==> src/rtl/regread_stage.sv <==
// Decode-stage operand reader: regfile select, write-back bypass, RAW scoreboard.
// Define REGREAD_BYPASS_EN to forward same-cycle write-backs instead of stalling on them.
module regread_stage #(
    parameter int         W       = 32,
    parameter int         NREG    = 8,
    parameter logic [3:0] NONE_ID = 4'hF
) (
    input  logic            clock,
    input  logic            reset,
    input  logic            in_valid,
    output logic            in_ready,
    input  logic [3:0]      srcA,
    input  logic [3:0]      srcB,
    input  logic [3:0]      in_dst,
    input  logic [W-1:0]    r0,
    input  logic [W-1:0]    r1,
    input  logic [W-1:0]    r2,
    input  logic [W-1:0]    r3,
    input  logic [W-1:0]    r4,
    input  logic [W-1:0]    r5,
    input  logic [W-1:0]    r6,
    input  logic [W-1:0]    r7,
    input  logic [3:0]      dstE,
    input  logic [W-1:0]    valE,
    input  logic [3:0]      dstM,
    input  logic [W-1:0]    valM,
    output logic            out_valid,
    input  logic            out_ready,
    output logic [W-1:0]    valA,
    output logic [W-1:0]    valB,
    output logic [3:0]      out_dst,
    output logic [NREG-1:0] busy
);

    localparam int IW = $clog2(NREG);

    // The regfile exposes exactly eight read ports, so NREG is expected to be 8.
    logic [W-1:0] rf [8];
    assign rf[0] = r0;
    assign rf[1] = r1;
    assign rf[2] = r2;
    assign rf[3] = r3;
    assign rf[4] = r4;
    assign rf[5] = r5;
    assign rf[6] = r6;
    assign rf[7] = r7;

    logic [W-1:0] opA;
    logic [W-1:0] opB;
    logic         hazA;
    logic         hazB;
    logic         accept;

    function automatic logic isReg(input logic [3:0] s);
        return s < 4'(NREG);
    endfunction

    function automatic logic [W-1:0] pick(input logic [3:0] s);
        logic [W-1:0] v;
        v = '0;
        if (isReg(s)) begin
`ifdef REGREAD_BYPASS_EN
            // M is written after E in the regfile, so it is the newer value.
            priority case (1'b1)
                (dstM == s): v = valM;
                (dstE == s): v = valE;
                default:     v = rf[s[IW-1:0]];
            endcase
`else
            v = rf[s[IW-1:0]];
`endif
        end
        return v;
    endfunction

    function automatic logic hazard(input logic [3:0] s);
        logic h;
        h = 1'b0;
        if (isReg(s)) begin
`ifdef REGREAD_BYPASS_EN
            h = busy[s[IW-1:0]] & (dstE != s) & (dstM != s);
`else
            h = busy[s[IW-1:0]] | (dstE == s) | (dstM == s);
`endif
        end
        return h;
    endfunction

    // Operand selection and RAW hazard detection for both sources.
    always_comb begin
        opA  = pick(srcA);
        opB  = pick(srcB);
        hazA = hazard(srcA);
        hazB = hazard(srcB);
    end

    assign in_ready = (~out_valid | out_ready) & ~hazA & ~hazB;
    assign accept   = in_valid & in_ready;

    // Output register: load on accept, drop valid once consumed, else hold.
    always_ff @(posedge clock or negedge reset) begin
        if (!reset) begin
            out_valid <= 1'b0;
            valA      <= '0;
            valB      <= '0;
            out_dst   <= NONE_ID;
        end else if (accept) begin
            out_valid <= 1'b1;
            valA      <= opA;
            valB      <= opB;
            out_dst   <= in_dst;
        end else if (out_valid & out_ready) begin
            out_valid <= 1'b0;
        end
    end

    // Scoreboard: write-backs retire producers, a new accept claims its dst.
    always_ff @(posedge clock or negedge reset) begin
        if (!reset) begin
            busy <= '0;
        end else begin
            for (int i = 0; i < NREG; i++) begin
                busy[i] <= (accept & (in_dst == 4'(i)))
                         | (busy[i] & ~((dstE == 4'(i)) | (dstM == 4'(i))));
            end
        end
    end

endmodule

==> config.mk <==
export PLATFORM = sky130hd
export DESIGN_NAME = regread_stage
export DESIGN_NICKNAME = d
export VERILOG_FILES = /design/src/rtl/regread_stage.sv
export SDC_FILE = /design/constraint.sdc
export NUM_CORES = 1
export LEC_CHECK = 0
export ABC_AREA = 1
export CAP_MARGIN = 10
export CORE_AREA = 2 2 163 165
export CTS_BUF_LIST = sky130_fd_sc_hd__clkbuf_2 sky130_fd_sc_hd__clkbuf_4 sky130_fd_sc_hd__clkbuf_8
export CTS_CLUSTER_DIAMETER = 60
export DETAILED_ROUTE_END_ITERATION = 8
export DIE_AREA = 0 0 165 167
export HOLD_SLACK_MARGIN = 0.05
export PLACE_DENSITY = 0.67
export SETUP_SLACK_MARGIN = 0.02
export SYNTH_ARGS = -nofsm -noshare
export SYNTH_HDL_FRONTEND = slang
export SYNTH_SLANG_ARGS = --single-unit
==> constraint.sdc <==
create_clock -name clock -period 1.8 [get_ports clock]
set_clock_uncertainty 0.05 [all_clocks]
set_input_delay 0.18 -clock clock [delete_from_list [all_inputs] [get_ports clock]]
set_output_delay 0.18 -clock clock [all_outputs]
set_load 0.02 [all_outputs]
# --- Word level (Yosys, flattened, before mapping) ---
# Index checks and enable logic that the tools add are counted.
word_totals:
  reg_bits: 77
  in_bits: 344
  output_inout_bits: 78
  elab_cells: 110
op_classes:
  order_cmp: 6
  eq_ne: 25
  muxes: 16
  bitwise: 54
  n_reduce_logical: 4
ops:
  columns: ["cell", "n"]
  rows:
  - ["binary-select mux 32 bit (select 3 bit)", 2]
  - ["two-way mux 32 bit", 6]
  - ["equality test 4 x 3 -> 1 bit (second input constant)", 12]
  - ["equality test 4 x 2 -> 1 bit (second input constant)", 6]
  - ["bitwise OR 1 bit", 21]
  - ["bitwise AND 1 bit", 20]
  - ["equality test 4 bit", 4]
  - ["equality test 4 x 1 -> 1 bit (second input constant)", 3]
  - ["logical NOT 4 bit", 3]
  - ["inverter 1 bit", 11]
  - ["greater-or-equal comparator 4 bit (second input constant)", 2]
  - ["less-than comparator 3 x 4 -> 1 bit (second input constant)", 2]
  - ["less-than comparator 4 bit (second input constant)", 2]
  - ["inverter 3 -> 4 bit", 2]
  - ["binary-select mux 1 bit (select 3 bit)", 2]
  - ["two-way mux 1 bit", 6]
  - ["nonzero test 2 bit", 1]

# --- Logic depth before layout (Yosys ltp) ---
logic_depth:
  ltp_word: 11
  depth_mapped: 15

# --- Least setup slack after synthesis ---
# Ideal clock, no wire load.
synth_timing:
  path_kind: "reg-to-reg"
  start: "reg busy[6]"
  end: "reg valB[23]"
  t_arrival_ns: 1.571
  required_time_ns: 1.633
  path_slack_ns: 0.062
  stages_incl_launch_ff: 13
  period_less_slack_ns: 1.738
  path_cell_list: "dfrtp_1 > inv_1 > nand2_1 > nand3_1 > nand3_1 > nand2_1 > nand2_1 > a21oi_4 > nand3_2 > buf_2 > buf_4 > nand2_1 > nand2_1"
synth_between:
  elab_chain_len: 9
  word_cells_on_any_way: 15
  classes_between: "6 x mux; 9 x bitwise"
synth_rtl:
  columns: ["item", "line", "source"]
  rows:
  - ["from (decl)", "32", "output logic [NREG-1:0] busy"]
  - ["from (signal, indexed assignment)", "123", "busy[i] <= (accept & (in_dst == 4'(i)))"]
  - ["binary-select mux 1 bit (select 3 bit)", "83", "h = busy[s[IW-1:0]] | (dstE == s) | (dstM == s);"]
  - ["two-way mux 1 bit (not written as such)", "83", null]
  - ["bitwise OR 1 bit (2 in series)", "83", null]
  - ["two-way mux 1 bit", "79", "if (isReg(s)) begin"]
  - ["inverter 1 bit", "97", "assign in_ready = (~out_valid | out_ready) & ~hazA & ~hazB;"]
  - ["bitwise AND 1 bit", "97", null]
  - ["bitwise AND 1 bit (*)", "97", null]
  - ["bitwise AND 1 bit (*)", "98", "assign accept = in_valid & in_ready;"]
  - ["to (signal assigned)", "110", "valB <= opB;"]
  - ["to (decl)", "30", "output logic [W-1:0] valB,"]
# Every way passes the cells marked *; elsewhere a longest branch is shown, timed or not. The select of a mux whose other input is x is not followed.
# A chain may end at the register's enable or synchronous reset.

# --- Worst setup path in the final report ---
layout_timing:
  start: "reg busy[1]"
  end: "out in_ready"
layout_between:
  elab_chain_len: 8
  word_cells_on_any_way: 14
  classes_between: "6 x mux; 8 x bitwise"
layout_rtl:
  columns: ["item", "line", "source"]
  rows:
  - ["binary-select mux 1 bit (select 3 bit)", "83", null]
  - ["two-way mux 1 bit (not written as such)", "83", null]
  - ["bitwise OR 1 bit (2 in series)", "83", null]
  - ["two-way mux 1 bit", "79", null]
  - ["inverter 1 bit", "97", null]
  - ["bitwise AND 1 bit", "97", null]
  - ["bitwise AND 1 bit (*)", "97", null]
  - ["to (decl)", "11", "output logic in_ready,"]
# Marks and branches as above.

==> flow_summary.ini <==
[placed_design]
portBuffers = 357
place_ws_ns = -0.753
post-dp-hpwl_um = 34700
gp_congestion = 1.01
dp.cells = 2105

[clocking]
cts_buffer_depth = 2
cts-root-buf = clkbuf_8
cts_buffers = 9
cts_tree = done
clk_pin_slew_ns = 0.09
cts_htree_levels = 3
cts_sinks = 77
worstSkewPairLatency_ns = 0.37

[global_route]
antenna_found_initial = 6
grt_max_degree = 96
grt_overflow = 0
grt_pass1_vias = 11000
grt_pass1_wl_um = 65500
grt_use_total_pct = 31.5

[worst_setup_path]
worstSetupStartpointType = flip-flop
crit_path_cell_trace = inv_2 > nand2_2 > nand3_2 > nand3_2 > nand2_1 > nand2_2 > a21oi_4 > and2_4 > buf_6
worstRegToRegCells = 12
worst_setup_path_end_kind = output pin
worstSetupPathDepth = 9
crit_slowest_cell = dfrtp_1
crit_required_ns = 1.57
rr_endpoint = valB[6]
path_max_fanout = 2
r2r_start = busy[1]
worstSetupEndpoint = in_ready
rrSetupSlack_ns = -0.05
crit_buf_inv = 2
critPathKind = flip-flop to output pin
cpPeakStageDelay_ns = 0.44
crit_arrival_ns = 1.69
cp_top_family = simple AND/OR/NAND/NOR gates
crit_start = busy[1]

[run_status]
status = complete, but fails checks
violations = negative setup slack

[routing]
drtPass1Iterations = 6
drcViolationCount = 0
first_iter_violations = 970
wl_per_cell_um = 21.0
wl_um = 44800
viasPerCell = 5.54
vias = 11800
detail-route-antenna-nets = 0

[finish]
register_area_um2 = 1930
num-nets-final = 2129
mostFrequentLayoutCells = clkdlybuf4s50_1, nand2_1, a21oi_1, o21ai_0, nand3_1
syn_to_final_growth_pct = 53.8
stdcell_count = 2131
final_common_cell = clkdlybuf4s50_1
layout-drive-gt1-share_pct = 8.21
final.fill_count = 2702
multi_input_comb_area_um2 = 5390

[synthesis]
yosysSeqAreaShare_pct = 23.0
ys_ff_latch = 77
synth_fp_nets = 1810
syn_area_um2 = 8410
synth_top_area_share_pct = 21.7
synth_warnings = 0
syn_inst = 1466
netlist.top_cell.by_area = dfrtp_1
ys_types = 23
syn_avg_cell_area_um2 = 5.74
synth.area.top_cells = dfrtp_1, nand2_1, o21ai_0

[sta]
rsz0062_at_grt = yes
period_share_pct = 107
post-route-min-period_ns = 1.92
whs_ns = 0.237
slew-limit-headroom_pct = 55.5
setup_slack_ns = -0.121
slew_violations = 0
setup_tns_ns = -0.929
final_hold_viol_count = 0
tightest_slew_ns = 0.667
max_clock_freq_mhz = 521
setup_viol = 41

[die]
core-area_um2 = 25800
placementRows = 59
io_pins = 422
die_x_um = 165
start_util_pct = 32.7
die_area_um2 = 27600
die_h_um = 167

[pwr]
p_leak_nw = 6.09
powerDensity_nw_per_um2 = 633
irDropWorstVdd_v = 0.000453

[hold_path]
hp-class = input port to flip-flop

[flow_run]
cap_viol_max_count = 0
[stage by stage]
step / util [%] / instance area [um2] / power, mW
after global routing: 50.2 / 12900 / 8.65
after floorplan: - / 8410 / 4.29
after detailed placement: 48.8 / 12600 / 6.63
final: 50.2 / 12900 / 8.19
after CTS: 50.0 / 12900 / 8.17
after global placement: 48.8 / 12600 / 6.60
[state kept, by name, indices dropped and copies added (netlist names)]
signal,flops
valA,32
valB,32
busy,8
out_dst,4
out_valid,1
[final cells by class]
| cell class | count | area share (%) |
|---|---|---|
| Clock inverter | 5 | 0.503 |
| Timing Repair Buffer | 446 | 33.8 |
| Multi-Input combinational cell | 1095 | 41.7 |
| Sequential cell | 77 | 15.0 |
| Clock buffer | 11 | 1.17 |
| Antenna cell | 6 | 0.116 |
| Tap cell | 335 | 3.24 |
| Inverter | 156 | 4.53 |
[synth_stat cells (all sizes together)]
cell type and n:
buf 58, nor3 8, clkinv 1, or2 1, nor2 50, inv 155
a21oi 197, nand4 76, and2 1, dfstp 4, xnor2 1, dfrtp 73
and3 26, clkbuf 80, nand3 159, nand2 314, o211ai 64, o21ai 198
[report_power, final]
group	internal, mW	switching [mW]
Clock	0.732	0.751
Sequential	2.11	0.267
Combinational	1.93	2.40
[cells by family after synthesis]
group	count (synthesis)	synth area share [%]
AO/OA/AOI/OAI	459	29.3
AND/OR/NAND/NOR	635	34.0
flip-flops	77	23.0
XOR/XNOR	1	0.104
buffers and inverters	294	13.6
[worst min-delay path by stage]
stage	depth (start not counted)	startpoint	slack (ns)	end
2_1_floorplan	0	reset	-0.17	busy[0]
3_3_place_gp	1	reset	0.12	busy[2]
3_5_place_dp	1	reset	0.14	busy[2]
4_1_cts	4	in_valid	0.24	valA[30]
5_1_grt	4	in_valid	0.25	valA[30]
6_report	4	in_valid	0.24	valA[30]
[worst register-to-register path, delay by kind of cell, from the launching register on]
family	cells	cell delay [ns]
compound gates	1	0.14
simple gates	8	0.65
flops	1	0.44
buf+inv	3	0.48
[timing repair]
| item | 4_1_cts | 5_1_grt |
|---|---|---|
| resized for setup | 43 | 18 |
| hold endpoints to repair | 29 | 0 |
| hold buffers | 1 | 0 |
| endpoints found under the setup margin | 83 | 82 |
| setup buffers | 1 | 2 |
| cloned | 1 | 0 |
| pin swaps | 8 | 5 |
[layer usage]
metal | wire (um) | vias to the layer above | share of wire, % | GRT usage (%)
li1 | - | 5655 | - | -
met1 | 17000 | 5440 | 38 | 38.3
met2 | 21500 | 620 | 48 | 52.0
met3 | 3930 | 91 | 8.8 | 7.07
met4 | 2370 | 0 | 5.3 | 15.9
met5 | 0 | - | 0 | 0
(Power assumes the default switching activity.)
